===== src/rtl/fetch_unit.sv =====
// fetch_unit: PC generation, single-outstanding imem fetch and 2-entry instruction buffer.
// Define IFETCH_MISALIGN_TRAP_EN to halt on misaligned redirect targets.
module fetch_unit #(
    parameter logic [31:0] RESET_PC = 32'h0000_0000
) (
    input  logic        clk,
    input  logic        rst,
    output logic [31:0] imem_addr,
    output logic        imem_req,
    input  logic        imem_ack,
    input  logic [31:0] imem_rdata,
    output logic [31:0] instr,
    output logic [31:0] instr_pc,
    output logic        instr_valid,
    input  logic        decode_ready,
    input  logic        redirect,
    input  logic [31:0] redirect_addr,
    output logic        misalign_err
);
`ifdef IFETCH_MISALIGN_TRAP_EN
    localparam bit TRAP = 1'b1;
`else
    localparam bit TRAP = 1'b0;
`endif
    typedef enum logic [2:0] {IDLE, READY, WAIT, DROP, HALT} state_t;
    state_t      r_state, w_next;
    logic [31:0] r_pc, r_drop_addr;
    logic [31:0] r_q_instr [2];
    logic [31:0] r_q_pc [2];
    logic        r_head;
    logic [1:0]  r_count;
    logic        r_misalign;
    logic        w_mis, w_mis_next, w_push, w_pop, w_pending, w_tail;
    logic [31:0] w_target;
    assign w_mis = TRAP && (redirect_addr[1:0] != 2'b00);
    assign w_target = TRAP ? redirect_addr : {redirect_addr[31:2], 2'b00};
    assign w_mis_next = redirect ? w_mis : r_misalign;
    assign imem_req = (r_state == READY && r_count != 2'd2) || r_state == WAIT || r_state == DROP;
    // DROP keeps presenting the abandoned address while pc already holds the new target
    assign imem_addr = r_state == DROP ? r_drop_addr : r_pc;
    assign w_pending = imem_req && !imem_ack;
    assign w_push = imem_req && imem_ack && !redirect && (r_state == READY || r_state == WAIT);
    assign w_pop = instr_valid && decode_ready && !redirect;
    assign w_tail = r_head ^ r_count[0];
    assign instr_valid = r_count != 2'd0;
    assign instr = r_q_instr[r_head];
    assign instr_pc = r_q_pc[r_head];
    assign misalign_err = r_misalign;
    always_comb begin
        w_next = r_state;
        case (r_state)
            IDLE:        w_next = w_mis_next ? HALT : READY;
            READY, WAIT: w_next = redirect ? (w_pending ? DROP : (w_mis ? HALT : READY))
                                           : (w_pending ? WAIT : READY);
            DROP:        w_next = imem_ack ? (w_mis_next ? HALT : READY) : DROP;
            HALT:        w_next = (redirect && !w_mis) ? READY : HALT;
            default:     w_next = IDLE;
        endcase
    end
    always_ff @(posedge clk or posedge rst) begin
        if (rst) begin
            r_state     <= IDLE;
            r_pc        <= RESET_PC;
            r_drop_addr <= RESET_PC;
            r_head      <= 1'b0;
            r_count     <= 2'd0;
            r_misalign  <= 1'b0;
            r_q_instr   <= '{default: '0};
            r_q_pc      <= '{default: '0};
        end else begin
            r_state    <= w_next;
            r_misalign <= w_mis_next;
            if (redirect)
                r_pc <= w_target;
            else if (w_push)
                r_pc <= r_pc + 32'd4;
            if (r_state != DROP)
                r_drop_addr <= r_pc;
            if (w_push) begin
                r_q_instr[w_tail] <= imem_rdata;
                r_q_pc[w_tail]    <= r_pc;
            end
            if (w_pop)
                r_head <= ~r_head;
            r_count <= redirect ? 2'd0 : r_count + {1'b0, w_push} - {1'b0, w_pop};
        end
    end
endmodule

===== config.mk =====
export PLATFORM = sky130hd
export DESIGN_NAME = fetch_unit
export DESIGN_NICKNAME = d
export VERILOG_FILES = /design/src/rtl/fetch_unit.sv
export SDC_FILE = /design/constraint.sdc
export NUM_CORES = 1
export LEC_CHECK = 0
export CAP_MARGIN = 20
export CELL_PAD_IN_SITES_DETAIL_PLACEMENT = 1
export CELL_PAD_IN_SITES_GLOBAL_PLACEMENT = 1
export CORE_UTILIZATION = 30
export CTS_CLUSTER_SIZE = 28
export DETAILED_ROUTE_END_ITERATION = 7
export GPL_ROUTABILITY_DRIVEN = 0
export PLACE_DENSITY = 0.67
export SLEW_MARGIN = 5
export SYNTH_ARGS = -nofsm -noshare
export SYNTH_HDL_FRONTEND = slang
export SYNTH_SLANG_ARGS = --single-unit

===== constraint.sdc =====
create_clock -name clk -period 11.6 [get_ports clk]
set_input_delay 2.32 -clock clk [delete_from_list [all_inputs] [get_ports clk]]
set_output_delay 2.32 -clock clk [all_outputs]
set_load 0.1 [all_outputs]

# Word-level counts from Yosys, hierarchy flattened
# Cells that the tools add are included.
[op_classes]
addsub = 3
n_lt_le_gt_ge = 3
n_eq_ne = 6
muxes = 22
bitwise = 4
n_reduce_logical = 17
[op_table]
columns = ["cell", "count"]
rows = [
  ["$mux W32", 10],
  ["$bwmux W64", 2],
  ["$add A32 B3 Y32 const B", 1],
  ["$demux W32 S1", 1],
  ["$pmux W3 S4", 1],
  ["$mux W3", 3],
  ["$logic_and A1 B1 Y1", 8],
  ["$mux W2", 4],
  ["$eq A3 B2 Y1 const B", 2],
  ["$ge A2 B2 Y1 const B", 2],
  ["$not A1 Y2", 2],
  ["$reduce_bool A2 Y1", 2],
  ["$eq A3 B1 Y1 const B", 1],
  ["$eq A3 B3 Y1 const B", 1],
  ["$logic_not A3 Y1", 1],
  ["$logic_or A1 B1 Y1", 3],
  ["$ne A3 B2 Y1 const B", 1],
  ["$add A2 B1 Y2", 1],
  ["$logic_not A1 Y1", 2],
  ["$lt A2 B1 Y1 const B", 1],
  ["$ne A2 B2 Y1 const B", 1],
  ["$reduce_or A2 Y1", 1],
  ["$sub A2 B1 Y2", 1],
  ["$mux W1", 1],
  ["other kinds (2)", 2],
]
[word_totals]
ff_bits = 199
input_bits = 69
output_inout_bits = 99
elab_cells = 65

# Logic depth before layout (Yosys ltp)
# Gate-level depths: netlist (run 1).
[depth]
depth_word = 10
ltp_mapped = 9
depth_no_buf = 8

# Worst setup path after synthesis (run 1)
# OpenSTA, ideal clock, no wires.
[synth_path]
path_type = "reg2out"
start = "reg r_count[0]"
end = "out imem_req"
arrival_time_ns = 1.820
required_time_ns = 9.280
slack_ns = 7.460
stages_incl_launch_ff = 4
path_buffers = 0
path_cell_list = "dfrtp_1 -> nand2b_1 -> a21oi_1 -> nor2_1"
[synth_via]
elab_chain_len = 4
[synth_lines]
columns = ["element", "line_no", "text"]
rows = [
  ["from (decl)", "31", "logic [1:0] r_count;"],
  ["from (signal assigned)", "85", "r_count <= redirect ? 2'd0 : r_count + {1'b0, w_push} - {1'b0, w_pop};"],
  ["$ne A2 B2 Y1", "38", "assign imem_req = (r_state == READY && r_count != 2'd2) || r_state == WAIT || r_state == DROP;"],
  ["$logic_and A1 B1 Y1", "38", ""],
  ["$logic_or A1 B1 Y1 (2 in a row)", "38", ""],
  ["to (decl)", "9", "output logic imem_req,"],
]
# Every way passes these cells.

# Worst setup path in the final report (run 1)
[layout_path]
start = "reg r_state[2]"
end = "out imem_addr[27]"
[layout_via]
elab_chain_len = 2
[layout_lines]
columns = ["element", "line_no", "text"]
rows = [
  ["from (decl)", "26", "state_t r_state, w_next;"],
  ["from (signal assigned)", "71", "r_state <= w_next;"],
  ["$eq A3 B2 Y1", "40", "assign imem_addr = r_state == DROP ? r_drop_addr : r_pc;"],
  ["$mux W32", "40", ""],
  ["to (decl)", "8", "output logic [31:0] imem_addr,"],
]
# Every way passes these cells.

==> reports/qor.yml, run 1 <==
clock_tree:
  postCtsSetupRepairBufs: 0
  clock-root-buffer: "clkbuf_16"
  clock-sinks: 191
  cts_max_level: 4
  clkLatencyLatePin_ps: 430
  cts-resized-gates: 0
  cts_buffer_depth: 2
  cts_tree: "yes"
  clkTransAtPathRegs_ps: 80
  ctsHoldBuffers: 0
  numCtsBuffers: 17
route:
  drt-pass1-iter-count: 4
  dr.first_iter.drc_count: 237
  vias: 5882
  drc: 0
  wl_um: 22300
  vias_per_cell: 4.67
  ant_nets: 0
  wl_per_cell_um: 17.7
synthesis:
  synth-xor-area-share_pct: 2.80
  avgSynthCellArea_um2: 12.1
  ys_ff_latch: 191
  synth-simple-area-share_pct: 12.1
  synth_cells: 726
  synth_top_family_by_area: "multiplexers"
  synth_async_sr_flop_share_pct: 100
  synth.distinct_cells: 48
  netlist.area_leader.share_pct: 54.6
  synth-edff-count: 0
  synth_ff_type: "dfrtp_1"
  synthAdderAreaFrac_pct: 0.429
  synth_compound_area_share_pct: 2.39
  yosysTopAreaCell: "dfrtp_1"
  synth_mux_area_share_pct: 24.5
  yosysSeqAreaShare_pct: 54.6
  ys_top_cells_by_area: "dfrtp_1 55%, mux2_2 24%, nand2_1 5.6%, xnor2_1 2.3%, o21ai_0 1.4%"
  syn_area_um2: 8750
  yosysWarnings: 0
floorplan:
  start_util_pct: 30.5
  dieArea_um2: 29900
  io_pins: 168
  core_area_um2: 28700
  die_h_um: 173
  die_w_um: 173
  placementRows: 62
global_route:
  grt_usage_pct: 15.5
  grt_pass1_vias: 6293
  antenna_found_initial: 1
  grt_pass1_wl_um: 36300
  grt_start_max_net_pins: 122
  grt_overflow: 0
sta:
  setup_violations: 0
  final-hold-violation-count: 0
  post-route-min-period_ps: 5750
  slew_viol_final: 0
  tightest_slew_ps: 1090
  slew_headroom_pct: 26.9
  tns_ps: 0
  rsz0062_at_grt: "false"
  max_freq_ghz: 0.174
  period_share_pct: 49.6
  skew_ps: 12.1
critical_path:
  cp_slowest_cell: "clkdlybuf4s50_1"
  cp_max_fo: 31
  criticalPathCategory: "reg -> out"
  r2r_end: "r_q_instr[1]$_DFFE_PP0P_"
  start_kind: "flop"
  critPathRequiredTime_ps: 9280
  r2r-start: "r_head$_DFFE_PP0P_"
  crit_chain: "nand3b_1 -> buf_4 -> inv_1 -> buf_4 -> nand2_1 -> nand2_1 -> clkdlybuf4s50_1"
  rrSetupSlack_ps: 8220
  endpoint_kind: "primary output"
  cp.arrival_ps: 3430
  r2r_cells: 5
  max_stage_delay_ps: 1190
job:
  maxCapViolCount: 0
final_layout:
  nets: 936
  drive_gt1_share_pct: 27.5
  n_antenna_cell: 0
  area_growth_pct: 28.6
worst_hold_path:
  hp-start: "r_drop_addr[13]$_DFFE_PP0P_"
  worstHoldEndpoint: "r_drop_addr[13]$_DFFE_PP0P_"
  hp-class: "reg -> reg"
  holdPathStages: 2
placed_design:
  port_buffers: 161
  place_hpwl_um: 14700
status:
  status: "finished, final reports clean"
## cells in the mapped netlist (2+ instances only)
cell type  number
or4_1           5
ha_1            3
nor3b_1         3
o21ai_0        24
xnor2_1        23
nand3b_1        2
clkbuf_2        3
buf_2          15
mux2i_1         3
or4b_1          2
xor2_1          5
buf_6           2
nor4b_1         7
nor4_1          9
buf_4           4
nand3_1        13
a21oi_1         3
a22oi_1         2
nand2b_1        5
nor3_1          9
nand2_1       131
mux2_2        188
dfrtp_1       191
and4_1          3
nor2b_1         7
clkbuf_1       30
inv_1           3
nor2_1          8
nand4_1         4
## through the flow
stage / instances / cell area [um^2] / util (%) / hold slack, ps / setup WS [ps]
floorplan: 729 / 8760 / - / 475 / 4080
global placement: 1229 / 10700 / 37.3 / 448 / 6300
detailed placement: 1229 / 10700 / 37.3 / 450 / 6250
CTS: 1260 / 11300 / 39.2 / 468 / 5770
global route: 1260 / 11300 / 39.2 / 485 / 5650
finish: 1260 / 11300 / 39.2 / 465 / 5850
## cells by family after synthesis
logic type                 count (synthesis)
other                                      1
muxes                                    191
buffers and inverters                     58
AOI/OAI and AO/OA                         36
DFF                                      191
and+or+nand+nor                          218
xor gates and xnor gates                  28
adders and majority gates                  3
## sequential cells by signal, indices dropped and copies added (netlist names)
signal	cells
r_q_instr	64
r_q_pc	60
r_drop_addr	30
r_pc	30
r_state	3
r_count	2
misalign_err	1
r_head	1
## placed cells by master, fill, tap and decap left out, types with 3 or more instances in the layout
master / Yosys / final
dfrtp_1: 191 / 190
mux2_2: 188 / 188
clkdlybuf4s50_1: 0 / 160
nand2_1: 131 / 131
o21ai_0: 24 / 24
xnor2_1: 23 / 23
clkbuf_16: 0 / 17
nand3_1: 13 / 13
buf_4: 4 / 10
nor3_1: 9 / 9
nor4_1: 9 / 9
nor2_1: 8 / 7
nor4b_1: 7 / 7
nor2b_1: 7 / 6
xor2_1: 5 / 5
nand2b_1: 5 / 5
or4_1: 5 / 5
nand4_1: 4 / 4
conb_1: 1 / 4
inv_6: 0 / 4
inv_8: 0 / 3
and4_1: 3 / 3
mux2i_1: 3 / 3
nor3b_1: 3 / 3
ha_1: 3 / 3
## critical path: cells and delay by family (launching register included)
family,cells,cell delay (ps)
buffers and inverters,4,2200
flip-flops,1,440
AND/OR/NAND/NOR,3,350
## per-layer routing
| metal | track usage [%] | share of wire, % | vias to the layer above | routed length, um |
|---|---|---|---|---|
| met4 | 3.98 | 1.0 | 2 | 233 |
| li1 | - | - | 2777 | - |
| met3 | 2.81 | 3.6 | 18 | 811 |
| met5 | 0 | 0.058 | - | 13 |
| met2 | 24.6 | 46 | 116 | 10200 |
| met1 | 21.8 | 49 | 2969 | 11000 |
## cell type report
| class | count | area (um^2) |
|---|---|---|
| repair buffers | 171 | 1680 |
| clock buffers | 18 | 429 |
| fillers | 3079 | 17500 |
| flip-flops and latches | 191 | 4780 |
| well taps | 384 | 480 |
| clock inverters | 13 | 130 |
| multi-input cells | 480 | 3730 |
| inverters | 3 | 18.8 |
## worst max path at each step
stage | startpoint | end | slack, ps | cells after the start
after global routing | r_state[2]$_DFF_PP0_ | imem_addr[29] | 5650 | 7
after CTS | r_state[2]$_DFF_PP0_ | imem_addr[27] | 5770 | 7
after floorplan | rst | misalign_err$_DFF_PP0_ | 4080 | 1
after detailed placement | r_state[2]$_DFF_PP0_ | imem_addr[27] | 6250 | 7
after global placement | r_state[2]$_DFF_PP0_ | imem_addr[27] | 6300 | 7
final | r_state[2]$_DFF_PP0_ | imem_addr[27] | 5850 | 7
Power of run 1 is not shown: default switching activity piles up to over one toggle a cycle in this logic, so the estimate is an artifact.
==> inputs of run 2 (changes only) <==
==> constraint.sdc (replaced) <==
create_clock -name clk -period 5.3 [get_ports clk]
set_input_delay 1.06 -clock clk [delete_from_list [all_inputs] [get_ports clk]]
set_output_delay 1.06 -clock clk [all_outputs]
set_load 0.1 [all_outputs]
==> run 2 against run 1 <==
Net effect:
- worst setup slack got worse by 4600 ps
- cell count is the same
- worst hold slack improved by 38 ps
- critical path depth down 4
- core utilization grew 1.1 points
- die area unchanged
- count of clock-buffer cells in the layout stayed put
- largest cell class unchanged
==> reports/qor.yml, run 2 (synthesized netlist as in run 1, its figures left out) <==
status:
  status: "finished, final reports clean"
job:
  maxCapViolCount: 0
floorplan:
  core_area_um2: 28700
  die_w_um: 173
  placementRows: 62
  die_h_um: 173
  start_util_pct: 30.5
  io_pins: 168
  dieArea_um2: 29900
final_layout:
  final_cell_mix: "190 x dfrtp_1, 188 x mux2_2, 131 x nand2_1"
  area_growth_pct: 32.3
  largest_register_ffs: 64
  final_common_cell: "dfrtp_1"
  fill_cells: 3078
  reg.largest.list: "r_q_instr x64, r_q_pc x60"
  nets: 936
  drive_gt1_share_pct: 30.9
  multiInputGateArea_um2: 3730
  seqCellArea_um2: 4780
  regMostFlops: "r_q_instr"
  n_antenna_cell: 0
clock_tree:
  cts_tree: "yes"
  clock-root-buffer: "clkbuf_16"
  clock-sinks: 191
  cts_buffer_depth: 2
  postCtsSetupRepairBufs: 0
  cts_max_level: 4
  ctsHoldBuffers: 0
  numCtsBuffers: 17
  clkLatencyLatePin_ps: 440
  cts-resized-gates: 0
  clkTransAtPathRegs_ps: 70
route:
  wl_um: 22100
  vias_per_cell: 4.70
  drc: 0
  vias: 5923
  wl_per_cell_um: 17.5
  drt-pass1-iter-count: 6
  ant_nets: 0
  dr.first_iter.drc_count: 201
sta:
  max_freq_ghz: 0.246
  slew_viol_final: 0
  skew_ps: 14.5
  setup_slack_ps: 1240
  final-hold-violation-count: 0
  rsz0062_at_grt: "false"
  holdWs_ps: 503
  setup_violations: 0
  period_share_pct: 76.6
  post-route-min-period_ps: 4060
  tns_ps: 0
  slew_headroom_pct: 18.5
  tightest_slew_ps: 1220
global_route:
  grt_start_max_net_pins: 192
  grt_usage_pct: 15.6
  grt_pass1_vias: 6519
  grt_pass1_wl_um: 36600
  grt_overflow: 0
  antenna_found_initial: 1
critical_path:
  critPathRequiredTime_ps: 4240
  r2r-start: "r_state[2]$_DFF_PP0_"
  criticalPathCategory: "reg -> out"
  start_kind: "flop"
  r2r_cells: 5
  cp.arrival_ps: 3000
  rrSetupSlack_ps: 2680
  endpoint_kind: "primary output"
  cp_max_fo: 41
  r2r_end: "r_pc[31]$_DFFE_PP0P_"
worst_hold_path:
  hp-class: "reg -> reg"
  hp-start: "r_q_instr[5]$_DFFE_PP0P_"
  holdPathStages: 1
  worstHoldEndpoint: "r_q_instr[5]$_DFFE_PP0P_"
placed_design:
  place_hpwl_um: 14400
  place_ws_ps: 1580
  port_buffers: 161
## run 2: per-stage QoR
stage	instances	instance area [um^2]	util [%]
final	1260	11600	40.3
after global placement	1229	11000	38.4
after global routing	1260	11600	40.3
after CTS	1260	11600	40.3
after floorplan	729	8770	-
after detailed placement	1229	11000	38.4
## run 2: area by class of cell
| type | count | area share [%] |
|---|---|---|
| multi-input combinational | 480 | 32.2 |
| timing repair buffer | 171 | 17.3 |
| clock buffer | 18 | 3.71 |
| clock inverter | 13 | 1.16 |
| sequential | 191 | 41.3 |
| tap | 384 | 4.15 |
| inverter | 3 | 0.130 |
## run 2: worst max-delay path by stage
stage / startpoint / slack [ps] / cells past startpoint / endpoint
floorplan: rst / 1780 / 1 / misalign_err$_DFF_PP0_
global placement: imem_ack / 1630 / 6 / r_pc[31]$_DFFE_PP0P_
detailed placement: imem_ack / 1580 / 6 / r_pc[31]$_DFFE_PP0P_
CTS: r_head$_DFFE_PP0P_ / 1160 / 3 / instr_pc[30]
global route: r_head$_DFFE_PP0P_ / 1130 / 3 / instr_pc[26]
finish: r_head$_DFFE_PP0P_ / 1240 / 3 / instr_pc[30]
## run 2: per-layer routing
| layer | track usage, % | vias up | part of all wire [%] |
|---|---|---|---|
| met5 | 0 | - | 0.059 |
| met2 | 25.1 | 130 | 47 |
| li1 | - | 2774 | - |
| met1 | 21.5 | 3000 | 49 |
| met3 | 3.45 | 17 | 3.4 |
| met4 | 3.21 | 2 | 0.76 |
## run 2: worst max-delay path, cell delays in order (launching register included)
cell and delay [ps]:
dfrtp_2 800, buf_12 310, mux2_2 220, clkdlybuf4s50_1 1160
Power of run 2 is left out for the same reason.
==> inputs of run 3 (changes only) <==
==> constraint.sdc (replaced) <==
create_clock -name clk -period 4.2 [get_ports clk]
set_input_delay 0.84 -clock clk [delete_from_list [all_inputs] [get_ports clk]]
set_output_delay 0.84 -clock clk [all_outputs]
set_load 0.1 [all_outputs]
==> run 3 against run 2 <==
Net effect:
- core utilization fell by 0.21 points
- first-iteration DRC count rose by 22%
- register-to-register slack got worse by 1100 ps
- critical path depth rose by 1
- count of clock-buffer cells in the layout did not move
- cell count rose by 0.48%
- via count rose by 0.27%
- critical endpoint is now imem_req
- wire length rose by 0.81%
- global-route usage rose by 0.18 points
- clock skew barely moved
- final area fell by 0.53%
- critical path type unchanged
==> reports/qor.yml, run 3 (synthesized netlist as in run 1, its figures left out) <==
final_layout:
  nets: 941
  area_growth_pct: 31.6
  final_common_cell: "dfrtp_1"
  final_util_pct: 40.1
  n_antenna_cell: 0
  drive_gt1_share_pct: 38.5
  final_cell_mix: "190 x dfrtp_1, 188 x mux2_2, 131 x nand2_1"
  largest_register_ffs: 64
  fill_cells: 3044
  reg.largest.list: "r_q_instr x64, r_q_pc x60"
  regMostFlops: "r_q_instr"
critical_path:
  cp.buffers_inverters: 1
  criticalPathCategory: "reg -> out"
  cp.arrival_ps: 2350
  cp.depth: 4
  r2r_cells: 7
  start_kind: "flop"
  max_stage_delay_ps: 1140
  critPathRequiredTime_ps: 3360
  cp_slowest_cell: "clkdlybuf4s50_1"
  crit_chain: "nand2b_1 -> a21oi_1 -> nor2_1 -> clkdlybuf4s50_1"
  cp_max_fo: 4
  endpoint_kind: "primary output"
  cp_top_family: "buffers and inverters"
placed_design:
  place_hpwl_um: 15000
  port_buffers: 161
  place_ws_ps: 707
sta:
  period_share_pct: 75.9
  final-hold-violation-count: 0
  max_freq_ghz: 0.314
  rsz0062_at_grt: "false"
  setup_slack_ps: 1010
  setup_violations: 0
  slew_viol_final: 0
  tightest_slew_ps: 1050
  skew_ps: 14.3
  tns_ps: 0
  slew_headroom_pct: 29.7
  post-route-min-period_ps: 3190
route:
  drc: 0
  ant_nets: 0
  dr.first_iter.drc_count: 246
  drt-pass1-iter-count: 7
  vias_per_cell: 4.69
  vias: 5939
  wl_um: 22300
  wl_per_cell_um: 17.6
clock_tree:
  cts_max_level: 4
  clock-root-buffer: "clkbuf_16"
  clkLatencyLatePin_ps: 430
  clock-sinks: 191
  cts_buffer_depth: 2
  postCtsSetupRepairBufs: 0
  cts-resized-gates: 0
  cts_tree: "yes"
  ctsHoldBuffers: 0
  numCtsBuffers: 17
  clkTransAtPathRegs_ps: 80
status:
  status: "finished, final reports clean"
worst_hold_path:
  hp-class: "reg -> reg"
  holdPathStages: 1
floorplan:
  die_w_um: 173
  io_pins: 168
  placementRows: 62
  core_area_um2: 28700
  die_h_um: 173
  dieArea_um2: 29900
  start_util_pct: 30.5
global_route:
  grt_pass1_vias: 6469
  grt_pass1_wl_um: 37100
  grt_usage_pct: 15.8
  grt_start_max_net_pins: 49
  antenna_found_initial: 1
  grt_overflow: 0
job:
  maxCapViolCount: 0
## run 3: per-stage QoR
stage / cells / hold slack (ps) / cell area (um^2)
global placement: 1234 / 484 / 10900
CTS: 1266 / 510 / 11500
global route: 1266 / 520 / 11500
detailed placement: 1234 / 491 / 10900
finish: 1266 / 503 / 11500
floorplan: 729 / 475 / 8770
## run 3: area by class of cell
type,count,area [um^2],share of cell area (%)
flip-flops and latches,191,4780,41.5
multi-input cells,480,3730,32.4
repair buffers,176,1940,16.8
well taps,384,480,4.17
clock buffers,18,439,3.81
clock inverters,14,130,1.13
inverters,3,15.0,0.130
## run 3: worst register-to-register path, cell delays in order (launching register included)
cell and delay (ps):
dfrtp_1 480, nor2b_1 200, a21oi_2 70, buf_4 220
or3_1 500, nor2b_4 150, buf_4 470, mux2_2 440
## run 3: worst paths after layout
| path | startpoint | endpoint | slack (ps) |
|---|---|---|---|
| worst max-delay path | r_count[0]$_DFF_PP0_ | imem_req | 1010 |
| worst min-delay path | r_q_pc[30]$_DFFE_PP0P_ | r_q_pc[30]$_DFFE_PP0P_ | 500 |
| worst max register to register | r_state[0]$_DFF_PP0_ | r_q_pc[23]$_DFFE_PP0P_ | 1560 |
| worst min register to register | r_q_pc[30]$_DFFE_PP0P_ | r_q_pc[30]$_DFFE_PP0P_ | 500 |
| max in group asynchronous | rst | r_drop_addr[28]$_DFFE_PP0P_ | 2550 |
| min in group asynchronous | rst | r_q_instr[9]$_DFFE_PP0P_ | 930 |
## run 3: routing by layer
layer	wire length (um)	global-route usage, %
met2	10300	24.8
met5	14	0
met3	778	2.86
met1	11000	22.4
met4	149	3.76
Power of run 3 is left out for the same reason.
